File: config.mk
export PLATFORM = sky130hd
export DESIGN_NAME = spi_xfer_ctrl
export DESIGN_NICKNAME = d
export VERILOG_FILES = /design/src/rtl/spi_pkg.sv /design/src/rtl/spi_xfer_ctrl.sv
export SDC_FILE = /design/constraint.sdc
export NUM_CORES = 1
export LEC_CHECK = 0
export ABC_AREA = 0
export ABC_CLOCK_PERIOD_IN_PS = 6400
export BUFFER_PORTS_ARGS = -buffer_cell sky130_fd_sc_hd__buf_2
export CAP_MARGIN = 0
export CORE_ASPECT_RATIO = 0.75
export CORE_MARGIN = 2
export CORE_UTILIZATION = 50
export CTS_BUF_LIST = sky130_fd_sc_hd__clkbuf_4 sky130_fd_sc_hd__clkbuf_8 sky130_fd_sc_hd__clkbuf_16
export DETAILED_ROUTE_END_ITERATION = 6
export PLACE_DENSITY = 0.81
export SLEW_MARGIN = 20
export SYNTH_ARGS = -nofsm -noshare
export SYNTH_HDL_FRONTEND = slang
export SYNTH_SLANG_ARGS = --single-unit
export TNS_END_PERCENT = 20
File: constraint.sdc
create_clock -name clk_i -period 6.4 [get_ports clk_i]
set_input_delay 0.64 -clock clk_i [delete_from_list [all_inputs] [get_ports clk_i]]
set_output_delay 0.64 -clock clk_i [all_outputs]
set_load 0.05 [all_outputs]
File: src/rtl/spi_pkg.sv
// Purpose : shared types and constants for the SPI transfer sequencer.
// Contents: FSM state encoding and the fill word that is shifted out when the TX FIFO is not used.
// Users   : spi_xfer_ctrl and its testbench.
package spi_pkg;

    typedef enum logic [2:0] {
        S_IDLE,
        S_FETCH,
        S_SHIFT,
        S_STORE,
        S_DONE
    } spi_state_e;

    // Wide enough for any shifter width in use. The user slices it down to DATA_WIDTH.
    localparam int unsigned SPI_MAX_WIDTH = 64;
    localparam logic [SPI_MAX_WIDTH-1:0] SPI_DUMMY_WORD = '1;

endpackage

File: src/rtl/spi_xfer_ctrl.sv
// Purpose : runs a software-programmed SPI transfer one word at a time: TX FIFO pop -> shifter -> RX FIFO push.
// Ports   : start_i/len_i/tx_en_i/rx_en_i/abort_i control; busy_o/done_o/aborted_o/words_o status;
//           tx_* pop handshake, rx_* push handshake, sh_* shifter interface, FIFO levels/watermarks -> irq_*_o.
// Flow    : stalls in FETCH while the TX FIFO is empty and in STORE while the RX FIFO is full; abort wins in any busy state.
module spi_xfer_ctrl
    import spi_pkg::*;
#(
    parameter int unsigned DATA_WIDTH       = 32,
    parameter int unsigned LOG_BUFFER_DEPTH = 3,
    parameter int unsigned CNT_WIDTH        = 16
) (
    input  logic                        clk_i,
    input  logic                        rst_ni,
    input  logic                        start_i,
    input  logic [CNT_WIDTH-1:0]        len_i,
    input  logic                        tx_en_i,
    input  logic                        rx_en_i,
    input  logic                        abort_i,
    output logic                        busy_o,
    output logic                        done_o,
    output logic                        aborted_o,
    output logic [CNT_WIDTH-1:0]        words_o,
    output logic                        fifo_clr_o,
    input  logic                        tx_valid_i,
    input  logic [DATA_WIDTH-1:0]       tx_data_i,
    output logic                        tx_ready_o,
    output logic                        rx_valid_o,
    output logic [DATA_WIDTH-1:0]       rx_data_o,
    input  logic                        rx_ready_i,
    input  logic [LOG_BUFFER_DEPTH:0]   tx_elements_i,
    input  logic [LOG_BUFFER_DEPTH:0]   rx_elements_i,
    input  logic [LOG_BUFFER_DEPTH:0]   tx_wm_i,
    input  logic [LOG_BUFFER_DEPTH:0]   rx_wm_i,
    output logic                        sh_start_o,
    output logic [DATA_WIDTH-1:0]       sh_data_o,
    input  logic                        sh_done_i,
    input  logic [DATA_WIDTH-1:0]       sh_data_i,
    output logic                        irq_tx_o,
    output logic                        irq_rx_o
);

    spi_state_e              state_q;
    logic [CNT_WIDTH-1:0]    remain_q;
    logic [CNT_WIDTH-1:0]    words_q;
    logic                    tx_en_q;
    logic                    rx_en_q;
    logic                    sh_start_q;
    logic [DATA_WIDTH-1:0]   sh_data_q;
    logic [DATA_WIDTH-1:0]   rx_data_q;
    logic                    done_q;
    logic                    aborted_q;
    logic                    fifo_clr_q;
    logic                    irq_tx_q;
    logic                    irq_rx_q;

    // Word-completion arithmetic. It is shared by the SHIFT (no RX) and STORE exits.
    logic [CNT_WIDTH-1:0]    words_d;
    logic [CNT_WIDTH-1:0]    remain_d;
    logic                    last_word;
    logic                    busy;

    assign words_d   = words_q + CNT_WIDTH'(1);
    assign remain_d  = remain_q - CNT_WIDTH'(1);
    assign last_word = (remain_q == CNT_WIDTH'(1));
    assign busy      = (state_q != S_IDLE);

    always_ff @(posedge clk_i or negedge rst_ni) begin
        if (!rst_ni) begin
            state_q    <= S_IDLE;
            remain_q   <= '0;
            words_q    <= '0;
            tx_en_q    <= 1'b0;
            rx_en_q    <= 1'b0;
            sh_start_q <= 1'b0;
            sh_data_q  <= '0;
            rx_data_q  <= '0;
            done_q     <= 1'b0;
            aborted_q  <= 1'b0;
            fifo_clr_q <= 1'b0;
            irq_tx_q   <= 1'b0;
            irq_rx_q   <= 1'b0;
        end else begin
            // These are single-cycle pulses unless a transition below re-asserts them.
            sh_start_q <= 1'b0;
            done_q     <= 1'b0;
            fifo_clr_q <= 1'b0;

            irq_tx_q   <= busy & tx_en_q & (tx_elements_i <= tx_wm_i);
            irq_rx_q   <= (rx_elements_i >= rx_wm_i);

            if (abort_i && busy) begin
                // Abort overrides everything, including an sh_done_i in the same cycle.
                state_q    <= S_IDLE;
                fifo_clr_q <= 1'b1;
                aborted_q  <= 1'b1;
            end else begin
                unique case (state_q)
                    S_IDLE: begin
                        if (start_i) begin
                            tx_en_q   <= tx_en_i;
                            rx_en_q   <= rx_en_i;
                            remain_q  <= len_i;
                            words_q   <= '0;
                            aborted_q <= 1'b0;
                            if (len_i == '0) begin
                                state_q <= S_DONE;
                                done_q  <= 1'b1;
                            end else begin
                                state_q <= S_FETCH;
                            end
                        end
                    end
                    S_FETCH: begin
                        if (!tx_en_q) begin
                            sh_data_q  <= SPI_DUMMY_WORD[DATA_WIDTH-1:0];
                            sh_start_q <= 1'b1;
                            state_q    <= S_SHIFT;
                        end else if (tx_valid_i) begin
                            sh_data_q  <= tx_data_i;
                            sh_start_q <= 1'b1;
                            state_q    <= S_SHIFT;
                        end
                    end
                    S_SHIFT: begin
                        if (sh_done_i) begin
                            rx_data_q <= sh_data_i;
                            if (rx_en_q) begin
                                state_q <= S_STORE;
                            end else begin
                                words_q  <= words_d;
                                remain_q <= remain_d;
                                state_q  <= last_word ? S_DONE : S_FETCH;
                                done_q   <= last_word;
                            end
                        end
                    end
                    S_STORE: begin
                        if (rx_ready_i) begin
                            words_q  <= words_d;
                            remain_q <= remain_d;
                            state_q  <= last_word ? S_DONE : S_FETCH;
                            done_q   <= last_word;
                        end
                    end
                    S_DONE: begin
                        state_q <= S_IDLE;
                    end
                    default: begin
                        state_q <= S_IDLE;
                    end
                endcase
            end
        end
    end

    assign busy_o     = busy;
    assign done_o     = done_q;
    assign aborted_o  = aborted_q;
    assign words_o    = words_q;
    assign fifo_clr_o = fifo_clr_q;
    assign tx_ready_o = (state_q == S_FETCH) & tx_en_q;
    assign rx_valid_o = (state_q == S_STORE);
    assign rx_data_o  = rx_data_q;
    assign sh_start_o = sh_start_q;
    assign sh_data_o  = sh_data_q;
    assign irq_tx_o   = irq_tx_q;
    assign irq_rx_o   = irq_rx_q;

endmodule

Word level (Yosys, flattened, before mapping)
Index checks and enable logic that the tools add are counted.

Add/subtract/negate cells: 2. $lt $le $gt $ge: 2. Equal/unequal tests: 13. Mux-type cells: 37. Bitwise operators: 4. Reduce and logical (&&, ||, !) cells: 13.

Operator list (count): $mux W16 (8); $pmux W16 S3 (2); $mux W32 (2); $mux W3 (9); $add A16 B1 Y16 const B (1); $eq A16 B1 Y1 const B (1); $logic_not A16 Y1 (1); $sub A16 B1 Y16 const B (1); $mux W1 (14); $pmux W3 S4 (1); $reduce_and A3 Y1 (3); $ne A2 B2 Y1 const B (4); $eq A3 B2 Y1 const B (2); $ne A3 B3 Y1 const B (2); $reduce_and A6 Y1 (1); $reduce_bool A3 Y1 (2); $ge A4 B4 Y1 (1); $le A4 B4 Y1 (1); $ne A4 B4 Y1 const B (1); $reduce_and A4 Y1 (1); $reduce_bool A2 Y1 (2); $and A1 B1 Y1 (3); $eq A3 B1 Y1 const B (1); $logic_not A3 Y1 (1); 6 further kinds (6).

Bits in registers: 107. Bits of input ports: 105. Output and inout bits: 89. Logic and storage cells: 84.

Depth between registers and ports, before layout
Depth in word-level cells: 6. Mapped depth: 9.

Worst setup path after synthesis
OpenSTA, ideal clock, no wires.

Kind: input-to-reg. From: input start_i. To: register remain_q[14]. Library setup time: 126 ps. Arrival: 2026 ps. Slack: 4248 ps. Stages: 7. Path buffers: 2. Cells stage by stage: or4b_1 buf_6 o31ai_4 and2_1 buf_6 nand2_1 a221o_1.

Word-level cells in the longest chain between the ends: 2.

Ends and longest elaborated chain: start: declaration (line spi_xfer_ctrl.sv:14) `input logic start_i,`; $ne A2 B2 Y1 (no source line); $reduce_and A6 Y1 (no source line); end signal: assignment (line spi_xfer_ctrl.sv:102) `remain_q <= len_i;`; end signal: assignment (line spi_xfer_ctrl.sv:131) `remain_q <= remain_d;`; end signal: assignment (line spi_xfer_ctrl.sv:140) `remain_q <= remain_d;`; end: declaration (line spi_xfer_ctrl.sv:43) `logic [CNT_WIDTH-1:0] remain_q;`.

Every way passes these cells. A chain may end at the register's enable or synchronous reset.

Worst setup path after layout
From: register state_q[0]. To: register remain_q[3].

Word-level cells in the longest chain between the ends: 4.

Ends and longest elaborated chain: start: declaration (line spi_xfer_ctrl.sv:42) `spi_state_e state_q;`; start signal: assignment (line spi_xfer_ctrl.sv:132) `state_q <= last_word ? S_DONE : S_FETCH;`; start signal: assignment (line spi_xfer_ctrl.sv:141) `state_q <= last_word ? S_DONE : S_FETCH;`; parallel branches: the longest is 4 deep, another holds $reduce_and A6 Y1.

Parallel ways; which one is timed is not known.

==> results.toml <==
[finish]
final_util_pct = 65.8
regArea_um2 = 2680
fillerInstances = 792
layout_commonest_cell = "buf_2"
num_antenna_cells = 0
final_cell_mix = "192 x buf_2, 107 x dfrtp_1, 63 x nand2_1"
multi_input_area_um2 = 2240
fin_area_um2 = 6430
area_growth_pct = 26.1
drive_gt1_share_pct = 37.3
nNetsFinal = 789

[die]
num_io_pins = 194
die_y_um = 91.5
num_rows = 31
dieWidth_um = 121
die-area_um2 = 11000
initial_core_util_pct = 52.2
core_um2 = 9770

[clocking]
cts_max_level = 3
cts_tree = "built"
clk_latency_ps = 340
cts-root-buf = "clkbuf_16"
cts_buffer_depth = 2
post_cts_buffers = 0
clk_pin_slew_worst_paths_ps = 70
clock-sinks = 107
postCtsHoldBufs = 0
post_cts_resized = 0
numCtsBuffers = 9

[route]
viasPerCell = 5.43
antenna_left = 0
vias = 4398
drt_pass1_iterations = 5
drt_iter0_drc = 314
drc = 0
finalWirelength_um = 13100
wl_per_cell_um = 16.2

[power]
p_sw_share_pct = 49.4
ir_drop_mv = 0.375
p_switching_w = 0.00172
seq_power_share_pct = 33.5
p_leak_nw = 3.27
p_per_area_nw_per_um2 = 542
pwr-share-comb_pct = 50.2
power.internal_w = 0.00177
clock_power_share_pct = 16.3

[synthesis]
yosys.area_share.simple_pct = 20.7
synth_edf_count = 0
ys_ff_latch = 107
synth_top_family_by_area = "simple AND/OR/NAND/NOR gates"
ys.warnings.count = 0
synth_nets = 608
synth_top_cell_by_area = "dfrtp_1"
synth_compound_area_share_pct = 11.8
muxShareOfSynthArea_pct = 7.46
synthArstFlopShare_pct = 100
synth_area_leaders = "dfrtp_1 53%, mux2_2 7.1%, o21ai_0 4.8%"
synth_fa_ha_area_share_pct = 2.70
synth_xor_xnor_area_share_pct = 1.20
netlist_area_um2 = 5100
syn_avg_cell_area_um2 = 10.4
syn_inst = 492
yosysSeqAreaShare_pct = 52.5
ys.flop_type = "dfrtp_1"
synth_cell_types = 57
synth_top_area_share_pct = 52.5

[placed_design]
dpl.hpwl_um = 9840
placed_area_um2 = 6120
portBuffers = 193
gp_congestion = 0.871

[min_path]
hold_path.class = "primary input to async pin"

[setup_path]
crit_fanout = 17
cp.required_ps = 6620
crit_arrival_ps = 3190
path_class = "flop to flop"
worstPathCellList = "or4b_1 -> o31ai_4 -> and2_1 -> o21ai_0 -> a221o_1"
start_kind = "flop"
max_stage_delay_ps = 890
worstSetupEndpointType = "flop"
slowest_stage = "or4b_1"

[sta]
max-slew-margin-rel_pct = 35.6
setup-tns-final_ps = 0
hold_ws_ps = 327
hold_viol_final = 0
post-route-period-util_pct = 46.5
setup-violations-final = 0
clock.fmax_mhz = 336
fin_crit_ps = 2980
skew_ps = 4.84
rsz0062_at_grt = "no"
finalMaxSlewViolations = 0
tightest_slew_ps = 966

[global_route]
grt_max_degree = 66
grt_overflow = 0
grt_pass1_vias = 4148
grtUsageTotal_pct = 23.8
grt_pass1_wl_um = 20800
antenna_found_initial = 0

[job]
drv_cap = 0

[status]
status = "completed"
-- synth_stat cells (3+ instances only) --
cell type and count:
o21a_1 3, nor2_1 26, nand2b_1 8, and3_1 6
a21oi_1 11, a22oi_1 3, nor4_1 7, dfrtp_1 107
nor2b_1 38, mux2_2 32, ha_1 11, o21ai_0 49
or3_1 5, nand2_1 63, nand3_1 10, inv_1 12
xor2_1 7, and2_1 6, nand4_1 10, a221o_1 6
clkbuf_1 19, buf_6 3, nor3_1 10
-- layer usage --
metal,global-route usage [%],share of wire [%]
met4,6.98,1.8
met3,5.97,8.6
met2,38.6,47
met5,0,0
met1,31.6,42
-- flip-flops by register name, indices dropped and copies added, names as in the netlist --
name,cells
state_q,3
words_o,16
done_o,1
tx_en_q,1
remain_q,16
irq_rx_o,1
aborted_o,1
sh_start_o,1
irq_tx_o,1
rx_data_o,32
sh_data_o,32
rx_en_q,1
fifo_clr_o,1
-- critical path: cells and delay by family (launching register included) --
kind	cells	cell delay (ps)
and+or+nand+nor	2	1570
DFF	1	490
AOI/OAI and AO/OA	3	790
-- worst paths after layout --
path                                          start                        end  slack (ps)  depth (start not counted)
setup / recovery             state_q[0]$_DFFE_PN0P_    remain_q[3]$_DFFE_PN0P_        3420                          5
hold / removal                               rst_ni       fifo_clr_o$_DFF_PN0_         330                          1
setup reg to reg             state_q[0]$_DFFE_PN0P_    remain_q[3]$_DFFE_PN0P_        3420                          5
hold reg to reg            sh_data_o[7]$_DFFE_PN0P_   sh_data_o[7]$_DFFE_PN0P_         480                          2
max in group asynchronous                    rst_ni  rx_data_o[15]$_DFFE_PN0P_        4950                          2
min in group clk_i         sh_data_o[7]$_DFFE_PN0P_   sh_data_o[7]$_DFFE_PN0P_         480                          2
-- final cells by class --
type	count	share of cell area [%]
well taps	132	2.57
flip-flops and latches	107	41.6
multi-input cells	347	34.8
repair buffers	196	15.4
inverters	12	0.700
clock inverters	3	0.720
clock buffers	13	4.16
-- metrics by stage --
step / instances / total power [W] / setup WS (ps)
6_report: 810 / 0.00349 / 3420
2_1_floorplan: 492 / 0.00250 / 4250
5_1_grt: 810 / 0.00368 / 3240
3_5_place_dp: 794 / 0.00294 / 3310
4_1_cts: 810 / 0.00351 / 3470
3_3_place_gp: 794 / 0.00288 / 3390
-- logic make-up after synthesis --
kind of cell / Yosys count
XOR/XNOR: 7
AND/OR/NAND/NOR: 202
buffers and inverters: 38
adder cells (fa/ha/maj): 11
flip-flops: 107
multiplexers: 34
AO/OA/AOI/OAI: 93
-- power groups by stage --
stage / clock network [W] / logic (W) / registers [W]
2_1_floorplan: 0 / 0.000625 / 0.00188
5_1_grt: 0.000613 / 0.00186 / 0.00121
3_3_place_gp: 0 / 0.00172 / 0.00116
6_report: 0.000569 / 0.00175 / 0.00117
3_5_place_dp: 0 / 0.00176 / 0.00118
4_1_cts: 0.000581 / 0.00176 / 0.00117
(Power assumes the default switching activity.)
